$ cat src/rtl/serial_adder.sv
// Bit-serial adder: one full_adder, LSB first, WIDTH cycles per addition.
// Define SERIAL_ADDER_OVF_EN to add the signed-overflow output ovf.

module full_adder (
  input  logic a,
  input  logic b,
  input  logic c,
  output logic sum,
  output logic cout
);
  assign sum  = a ^ b ^ c;
  assign cout = (a & b) | (c & (a ^ b));
endmodule

module serial_adder #(
  parameter int unsigned WIDTH = 8
) (
  input  logic             clk,
  input  logic             rst,
  input  logic             start,
  input  logic [WIDTH-1:0] a_in,
  input  logic [WIDTH-1:0] b_in,
  input  logic             cin,
  output logic             busy,
  output logic             done,
  output logic [WIDTH-1:0] sum_out,
  output logic             cout
`ifdef SERIAL_ADDER_OVF_EN
  ,
  output logic             ovf
`endif
);

  localparam int unsigned CW = (WIDTH > 1) ? $clog2(WIDTH) : 1;

  typedef enum logic [1:0] {IDLE, ADD, DONE} state_t;

  state_t           state;
  logic [WIDTH-1:0] a_sh;
  logic [WIDTH-1:0] b_sh;
  logic [WIDTH-1:0] res;
  logic             carry;
  logic [CW-1:0]    cnt;
  logic             fa_sum;
  logic             fa_cout;

  full_adder u_fa (
    .a    (a_sh[0]),
    .b    (b_sh[0]),
    .c    (carry),
    .sum  (fa_sum),
    .cout (fa_cout)
  );

  always_ff @(posedge clk) begin
    if (rst) begin
      state   <= IDLE;
      a_sh    <= '0;
      b_sh    <= '0;
      res     <= '0;
      carry   <= 1'b0;
      cnt     <= '0;
      busy    <= 1'b0;
      done    <= 1'b0;
      sum_out <= '0;
      cout    <= 1'b0;
`ifdef SERIAL_ADDER_OVF_EN
      ovf     <= 1'b0;
`endif
    end else begin
      done <= 1'b0;
      case (state)
        IDLE: begin
          if (start) begin
            a_sh  <= a_in;
            b_sh  <= b_in;
            carry <= cin;
            cnt   <= '0;
            busy  <= 1'b1;
            state <= ADD;
          end
        end
        ADD: begin
          a_sh  <= a_sh >> 1;
          b_sh  <= b_sh >> 1;
          res   <= {fa_sum, res[WIDTH-1:1]};
          carry <= fa_cout;
          cnt   <= cnt + CW'(1);
          // Last bit: publish the completed result directly from the adder.
          if (cnt == CW'(WIDTH - 1)) begin
            busy    <= 1'b0;
            done    <= 1'b1;
            sum_out <= {fa_sum, res[WIDTH-1:1]};
            cout    <= fa_cout;
`ifdef SERIAL_ADDER_OVF_EN
            ovf     <= carry ^ fa_cout;
`endif
            state   <= DONE;
          end
        end
        DONE:    state <= IDLE;
        default: state <= IDLE;
      endcase
    end
  end

endmodule

$ cat config.mk
export PLATFORM = sky130hd
export DESIGN_NAME = serial_adder
export DESIGN_NICKNAME = d
export VERILOG_FILES = /design/src/rtl/serial_adder.sv
export SDC_FILE = /design/constraint.sdc
export NUM_CORES = 1
export LEC_CHECK = 0
export CAP_MARGIN = 40
export CELL_PAD_IN_SITES_DETAIL_PLACEMENT = 1
export CELL_PAD_IN_SITES_GLOBAL_PLACEMENT = 1
export CORE_MARGIN = 3
export CORE_UTILIZATION = 38
export DETAILED_ROUTE_END_ITERATION = 10
export PLACE_DENSITY = 0.86
export SETUP_SLACK_MARGIN = 0.05
export SYNTH_ARGS = -nofsm -noshare
export SYNTH_HDL_FRONTEND = slang
export SYNTH_SLANG_ARGS = --single-unit
$ cat constraint.sdc
create_clock -name clk -period 1.75 [get_ports clk]
set_input_delay 0.35 -clock clk [delete_from_list [all_inputs] [get_ports clk]]
set_output_delay 0.35 -clock clk [all_outputs]
set_load 0.02 [all_outputs]
# After elaboration in Yosys (flattened, before gate mapping)
# Index checks and enable logic that the tools add are counted.
totals:
  wordCells: 43
  memories: 0
  out_inout_bits: 11
  mem_bits_rw: 0
  reg_bits: 41
  in_bits: 20
  latchBits: 0
  rom_bits: 0
classes:
  eq_ne: 4
  mux: 15
  div: 0
  shifts: 0
  n_lt_le_gt_ge: 0
  n_addsub: 1
  reduce_logical: 7
  bitwise: 6
  mul: 0
op_table:
  columns: ["op", "n"]
  rows:
  - ["$pmux W8 S2", 2]
  - ["$mux W8", 2]
  - ["$pmux W3 S2", 1]
  - ["$reduce_and A2 Y1", 3]
  - ["$mux W1", 4]
  - ["$mux W2", 2]
  - ["$ne A2 B2 Y1 const B", 2]
  - ["$pmux W1 S2", 2]
  - ["$pmux W2 S2", 1]
  - ["$add A3 B1 Y3 const B", 1]
  - ["$eq A3 B3 Y1 const B", 1]
  - ["$mux W3", 1]
  - ["$reduce_and A3 Y1", 1]
  - ["$and A1 B1 Y1", 2]
  - ["$eq A2 B1 Y1 const B", 1]
  - ["$logic_not A2 Y1", 1]
  - ["$reduce_bool A2 Y1", 1]
  - ["$reduce_or A2 Y1", 1]
  - ["$xor A1 B1 Y1", 2]
  - ["$not A1 Y1", 1]
  - ["$or A1 B1 Y1", 1]

# Logic depth before layout (Yosys ltp)
# Gate-level depths: netlist of the first run.
logic_depth:
  word_depth: 4
  mapped_depth: 6
  ltp_nobuf: 5

# Cells and area by module
# A second synthesis of the first run with hierarchy kept.
unflattened:
  cells_unflattened: 173
  area_unflattened_um2: 1600.3
by_module_without_submodules:
  columns: ["module", "cells_per_inst", "area_per_inst_um2", "seq_area_each_um2", "instances"]
  rows:
  - ["serial_adder", 172, 1580.3, 800.8, 1]
  - ["full_adder", 1, 20.0, 0.0, 1]

# Worst setup path after synthesis of the first run
# Ideal clock, no wire load.
synth_path:
  path_kind: "reg-to-reg"
  from: "register cnt[0]"
  to: "register state[0]"
  setup_slack_ns: 0.513
  path_buffers: 1
  t_arrival_ns: 1.107
  stages_incl_launch_ff: 7
  required_time_ns: 1.620
  period_less_slack_ns: 1.237
  setup_ns: 0.130
  cell_sequence: "dfxtp_1 ha_1 ha_1 clkbuf_1 inv_1 mux2i_1 nor3_1"
synth_via:
  elab_chain_len: 3
synth_rtl:
  columns: ["element", "line_no", "source"]
  rows:
  - ["start: declaration", "43", "logic [CW-1:0] cnt;"]
  - ["start signal: assignment", "88", "cnt <= cnt + CW'(1);"]
  - ["$eq A3 B3 Y1", "90", "if (cnt == CW'(WIDTH - 1)) begin"]
  - ["$ne A2 B2 Y1 (no source line)", null, null]
  - ["$reduce_and A2 Y1 (no source line)", null, null]
  - ["end signal: assignment", "98", "state <= DONE;"]
  - ["end signal: assignment", "101", "DONE: state <= IDLE;"]
  - ["end signal: assignment", "102", "default: state <= IDLE;"]
  - ["end: declaration", "38", "state_t state;"]
# No other way between the ends.
# A chain may end at the register's enable or synchronous reset.

# Worst setup path in the final report of the first run
layout_path:
  from: "register busy"
  to: "output port busy"
layout_lines:
  columns: ["element", "line_no", "source"]
  rows:
  - ["start: declaration", "24", "output logic busy,"]
  - ["start signal: assignment", "63", "busy <= 1'b0;"]
  - ["start signal: assignment", "79", "busy <= 1'b1;"]
  - ["start signal: assignment", "91", "busy <= 1'b0;"]
# No word-level cell between the ends.

==> impl_metrics.yaml, run 1 <==
finish:
  area_growth_pct: 26.6
  area.sequential_sq_um: 801
  final_cell_mix: "dfxtp_1, clkdlybuf4s50_1, nor2_1, nand2_1"
  drive_above_1_share_pct: 6.00
  fin_nets: 223
  layout_commonest_cell: "dfxtp_1"
  antenna_cells: 0
  fillers: 446
  multi_input_area_sq_um: 709
setup_path:
  cp_max_fo: 2
  start_kind: "flop"
  cp-end-kind: "output port"
  cp_top_family: "buffers and inverters"
  required_ns: 1.40
  crit_chain: "clkdlybuf4s50_1"
  critPathKind: "flop to output port"
  worst_ep_arrival_time_ns: 1.24
  slowest_delay_ns: 0.61
  slowest_stage: "clkdlybuf4s50_1"
  critPathBufInv: 1
clock_network:
  cts_hold_buf: 0
  postCtsSetupBuffers: 0
  post_cts_resized: 0
  cts_tree: "built"
  cts-root-buf: "clkbuf_8"
  path_clk_slew_ns: 0.07
  cts_buffer_depth: 2
  cts_buffers: 5
  clk_latency_ns: 0.28
  htree_levels: 2
  cts.sinks: 40
sta:
  rsz0062_at_grt: "no"
  setup_viol: 0
  period_needed_ns: 1.59
  holdWs_ns: 0.455
  final_hold_viol_count: 0
  fmax_mhz: 628
  slew-limit-headroom_pct: 66.8
  post-route-period-util_pct: 91.0
  fin_setup_tns_ns: 0
  tightest_slew_ns: 0.496
  layout_setup_ws_ns: 0.157
  fin_skew_ns: 0.00322
  report.final.slew_viol_count: 0
placed_design:
  dp_slack_ns: 0.0409
  io_buffers: 30
  place_hpwl_mm: 2.60
  gp_congestion: 0.716
drt:
  vias_per_cell: 5.27
  ant_nets: 0
  routedWlPerCell_um: 15.1
  drt_iter0_markers: 73
  drc: 0
  drt_wl_total_mm: 3.76
  vias: 1307
  drt-pass1-iter-count: 4
floorplan:
  fp.dieW_um: 70.9
  floorplan.initialDensity_pct: 41.5
  ioPinCount: 31
  die-area_sq_um: 5030
  rows: 22
  die_h_um: 70.9
  core-area_sq_um: 3850
yosys:
  synth.avg_cell_area_sq_um: 9.25
  syn_area_sq_um: 1600
  yosysUniqueCellTypes: 22
  synth-warning-count: 0
  netlist_instances: 173
  seq_area_frac_synth_pct: 50.0
  synth_nets: 196
  ys_seq_elements: 40
min_path:
  hold_class: "flop to flop"
grt:
  grt_max_degree: 41
  overflow: 0
  grt_pass1_vias: 1376
  grt_usage_pct: 16.0
  grt_pass1_wl_mm: 6.20
  antenna_found_initial: 0
power_and_ir_drop:
  ir_worst_vdd_mv: 0.579
  p_leak_nw: 0.772
  powerDensity_nw_per_um2: 902
status:
  outcome: "finished clean"
flow_run:
  max-cap-violations: 0
## final timing paths
path	start	end	slack (ns)	depth (start not counted)
setup / recovery	busy$_SDFFE_PP0P_	busy	0.16	1
hold / removal	sum_out[3]$_SDFFE_PP0P_	sum_out[3]$_SDFFE_PP0P_	0.46	2
setup reg to reg	cnt[0]$_SDFFE_PP0P_	busy$_SDFFE_PP0P_	0.25	5
hold reg to reg	sum_out[3]$_SDFFE_PP0P_	sum_out[3]$_SDFFE_PP0P_	0.46	2
## layout make-up
type                    instances  area share (%)
flip-flops and latches         40            39.5
multi-input cells             118            35.0
repair buffers                 34            17.5
clock buffers                   7            4.76
well taps                      48            2.96
inverters                       1           0.185
## cell families after synthesis
group / share of synthesized area, %
simple gates: 16.2
flops: 50.0
compound gates: 14.7
mux: 10.6
buf+inv: 5.63
fa+ha+maj: 2.81
## state kept, by name, summed over array words and instances, names as in the netlist
name and cells:
res 7, busy 1, cout 1, state 2, done 1, b_sh 8
a_sh 8, carry 1, sum_out 8, cnt 3
## where the power goes
part	leakage, nW	total, mW	switching [mW]	internal (mW)
Combinational	0.395	0.206	0.102	0.104
Clock	0.0503	0.643	0.292	0.351
Sequential	0.327	0.979	0.0279	0.952
## cells in the mapped netlist (all sizes together)
cell type | number | area (sq um)
clkbuf | 6 | 22.5
and2b | 1 | 8.76
nor2 | 23 | 86.3
dfxtp | 40 | 801
a22oi | 4 | 30.0
fa | 1 | 20.0
a211oi | 15 | 113
a21oi | 17 | 85.1
nor3b | 1 | 7.51
ha | 2 | 25.0
o21bai | 1 | 7.51
inv | 1 | 3.75
nand2b | 2 | 12.5
nand3b | 1 | 7.51
nor3 | 1 | 5.00
nand3 | 9 | 45.0
nand2 | 23 | 86.3
mux2i | 17 | 170
buf | 8 | 63.8
## per-layer routing
metal | track usage (%) | vias to the layer above | wire length (um)
met5 | 0 | - | 0
met2 | 30.3 | 21 | 2090
met3 | 4.97 | 2 | 117
li1 | - | 648 | -
met4 | 6.26 | 0 | 45
met1 | 16.2 | 636 | 1500
## metrics by stage
| stage | cells | power (mW) | area, sq um | util, % |
|---|---|---|---|---|
| after floorplan | 173 | 1.12 | 1600 | - |
| after global placement | 241 | 1.19 | 1930 | 50.1 |
| after detailed placement | 241 | 1.21 | 1930 | 50.1 |
| after CTS | 248 | 1.85 | 2030 | 52.6 |
| after global routing | 248 | 1.90 | 2030 | 52.6 |
| final | 248 | 1.83 | 2030 | 52.6 |
## worst reg2reg max path, cell delays in order (launching register included)
cell and delay [ns]:
dfxtp_1 0.36, ha_1 0.17, ha_1 0.17, nand3b_1 0.37
a21oi_1 0.27, nor2_1 0.06
Note: power is estimated with default switching activity, not from simulation.
==> run 2: changes to the inputs <==
--- a/config.mk
+++ b/config.mk
@@ -12,7 +12,6 @@
 export CORE_UTILIZATION = 38
 export DETAILED_ROUTE_END_ITERATION = 10
 export PLACE_DENSITY = 0.86
-export SETUP_SLACK_MARGIN = 0.05
 export SYNTH_ARGS = -nofsm -noshare
 export SYNTH_HDL_FRONTEND = slang
 export SYNTH_SLANG_ARGS = --single-unit
==> results of run 2 <==
Same layout as run 1: the final DEF is identical, and so are final timing and power.
==> run 3: changes to the inputs <==
--- a/config.mk
+++ b/config.mk
@@ -8,10 +8,9 @@
 export CAP_MARGIN = 40
 export CELL_PAD_IN_SITES_DETAIL_PLACEMENT = 1
 export CELL_PAD_IN_SITES_GLOBAL_PLACEMENT = 1
-export CORE_MARGIN = 3
-export CORE_UTILIZATION = 38
+export CORE_UTILIZATION = 34
 export DETAILED_ROUTE_END_ITERATION = 10
-export PLACE_DENSITY = 0.86
+export PLACE_DENSITY = 0.81
 export SYNTH_ARGS = -nofsm -noshare
 export SYNTH_HDL_FRONTEND = slang
 export SYNTH_SLANG_ARGS = --single-unit
==> constraint.sdc (replaced) <==
create_clock -name clk -period 1.41 [get_ports clk]
set_input_delay 0.282 -clock clk [delete_from_list [all_inputs] [get_ports clk]]
set_output_delay 0.282 -clock clk [all_outputs]
set_load 0.01 [all_outputs]
==> run 3 against run 2 <==
Against the previous run: the flow now finishes with violations (design-rule violations); register-to-register slack worse by 0.24 ns; worst setup slack got worse by 0.15 ns; die area fell by 0.82%; highest routed layer unchanged; core utilization decreased by 4.8 points; cell count is 4.4% higher; first-iteration DRC count fell by 14%; non-clock buffer count grew 6; sequential power up 25%.
==> impl_metrics.yaml, run 3 (synthesis gave the netlist of run 1 again) <==
setup_path:
  required_ns: 1.59
  rrSetupSlack_ns: 0.008
  timing.rr.start: "cnt[0]$_SDFFE_PP0P_"
  rr_worst_depth: 6
  slowest_delay_ns: 0.36
  cp_top_family: "flip-flops"
  slowest_stage: "dfxtp_2"
  critPathBufInv: 1
  cp-end-kind: "flop"
  worstReg2RegEnd: "sum_out[3]$_SDFFE_PP0P_"
  start_kind: "flop"
  critPathKind: "flop to flop"
  cpMostUsedCell: "ha_4"
  cp_max_fo: 5
  crit_chain: "ha_4, ha_4, nand3b_1, clkbuf_16, nand2_1, a21oi_1"
  worst_ep_arrival_time_ns: 1.58
drt:
  vias: 1336
  drt_wl_total_mm: 3.59
  routedWlPerCell_um: 13.9
  drt-pass1-iter-count: 6
  vias_per_cell: 5.16
  drc: 6
  drt_iter0_markers: 63
  ant_nets: 0
grt:
  grt_max_degree: 41
  antenna_found_initial: 0
  grt_usage_pct: 15.7
  grt_pass1_wl_mm: 6.18
  overflow: 0
  grt_pass1_vias: 1386
power_and_ir_drop:
  ir_worst_vdd_mv: 0.469
  p_leak_nw: 0.859
  total_power_mw: 2.26
  powerDensity_nw_per_um2: 1060
finish:
  final_cell_mix: "dfxtp_1, nor2_1, nand2_1, clkdlybuf4s50_1, mux2i_1"
  largestRegisters: "a_sh (8), b_sh (8), sum_out (8)"
  layout_commonest_cell: "dfxtp_1"
  antenna_cells: 0
  drive_above_1_share_pct: 11.6
  fin_nets: 229
  final_core_util_pct: 47.8
  area_growth_pct: 32.7
sta:
  rsz0062_at_grt: "yes"
  fmax_mhz: 713
  period_needed_ns: 1.40
  setup_viol: 0
  report.final.slew_viol_count: 0
  post-route-period-util_pct: 99.4
  final_hold_viol_count: 0
  fin_skew_ns: 0.00565
  tightest_slew_ns: 0.376
  slew-limit-headroom_pct: 74.9
floorplan:
  ioPinCount: 31
  floorplan.initialDensity_pct: 36.0
  fp.dieW_um: 70.6
  die_h_um: 70.6
  die-area_sq_um: 4990
  rows: 24
  core-area_sq_um: 4440
min_path:
  min_delay_path_depth: 2
  min_from: "sum_out[1]$_SDFFE_PP0P_"
  holdPathEnd: "sum_out[1]$_SDFFE_PP0P_"
  hold_class: "flop to flop"
clock_network:
  cts_buffer_depth: 2
  cts.sinks: 40
  clk_latency_ns: 0.29
  cts_hold_buf: 0
  htree_levels: 2
  cts_buffers: 5
  cts_tree: "built"
  path_clk_slew_ns: 0.08
  cts-root-buf: "clkbuf_8"
placed_design:
  place_hpwl_mm: 2.23
  io_buffers: 30
  gp_congestion: 0.686
status:
  outcome: "finished with violations"
  violations: "design-rule violations"
flow_run:
  max-cap-violations: 0
## run 3: changes by cell type in the layout (fill, tap and decap cells not counted), sizes merged
| cell | before | now |
|---|---|---|
| clkbuf | 7 | 9 |
| clkdlybuf4s50 | 30 | 19 |
| buf | 4 | 9 |
| dlygate4sd2 | 0 | 11 |
## run 3: layer usage
layer	up-vias	track usage, %	part of all wire, %
li1	666	-	-
met1	645	18.9	46
met2	19	27.0	49
met3	6	3.42	2.9
met4	0	7.33	1.6
met5	-	0	0
## run 3: how the worst max path moves through the flow
stage | to | cells past startpoint | slack [ns] | startpoint
2_1_floorplan | state[0]$_SDFFE_PP0P_ | 6 | 0.17 | cnt[0]$_SDFFE_PP0P_
3_3_place_gp | a_sh[0]$_SDFFE_PP0P_ | 5 | -0.1 | start
5_1_grt | sum_out[2]$_SDFFE_PP0P_ | 6 | -0.04 | cnt[0]$_SDFFE_PP0P_
3_5_place_dp | b_sh[0]$_SDFFE_PP0P_ | 5 | -0.16 | start
6_report | sum_out[3]$_SDFFE_PP0P_ | 6 | 0.008 | cnt[0]$_SDFFE_PP0P_
4_1_cts | cout$_SDFFE_PP0P_ | 6 | 0.07 | cnt[0]$_SDFFE_PP0P_
## run 3: final cells by class
| cell class | count | area [sq um] |
|---|---|---|
| clock buffers | 8 | 90.1 |
| fillers | 513 | 2320 |
| inverters | 1 | 3.75 |
| multi-input cells | 118 | 744 |
| flip-flops and latches | 40 | 803 |
| well taps | 52 | 65.1 |
| repair buffers | 40 | 417 |
## run 3: worst min-delay path, delay by kind of cell (launching register included)
family / cells / cell delay (ns)
AND/OR/NAND/NOR: 1 / 0.05
AO/OA/AOI/OAI: 1 / 0.05
flip-flops: 1 / 0.31
## run 3: timing repair
item	4_1_cts	5_1_grt
pin swaps	0	3
endpoints found under the setup margin	11	6
resized for setup	11	9
gates cloned	0	1
buffers inserted	0	1
## run 3: stage by stage
stage | worst slack, ns | area [sq um] | std cells | hold slack [ns] | setup TNS, ns
final | 0.00823 | 2120 | 259 | 0.453 | 0
after CTS | 0.0709 | 2050 | 257 | 0.460 | 0
after global routing | -0.0391 | 2120 | 259 | 0.478 | -0.206
after detailed placement | -0.156 | 1980 | 249 | 0.452 | -1.91
after global placement | -0.0961 | 1980 | 249 | 0.444 | -1.16
after floorplan | 0.173 | 1600 | 173 | 0.430 | 0
## run 3: where the power goes
group / switching (mW) / internal, mW / leakage, nW
clock: 0.386 / 0.399 / 0.0455
sequential: 0.0342 / 1.18 / 0.328
combinational: 0.123 / 0.137 / 0.486
total: 0.543 / 1.72 / 0.859
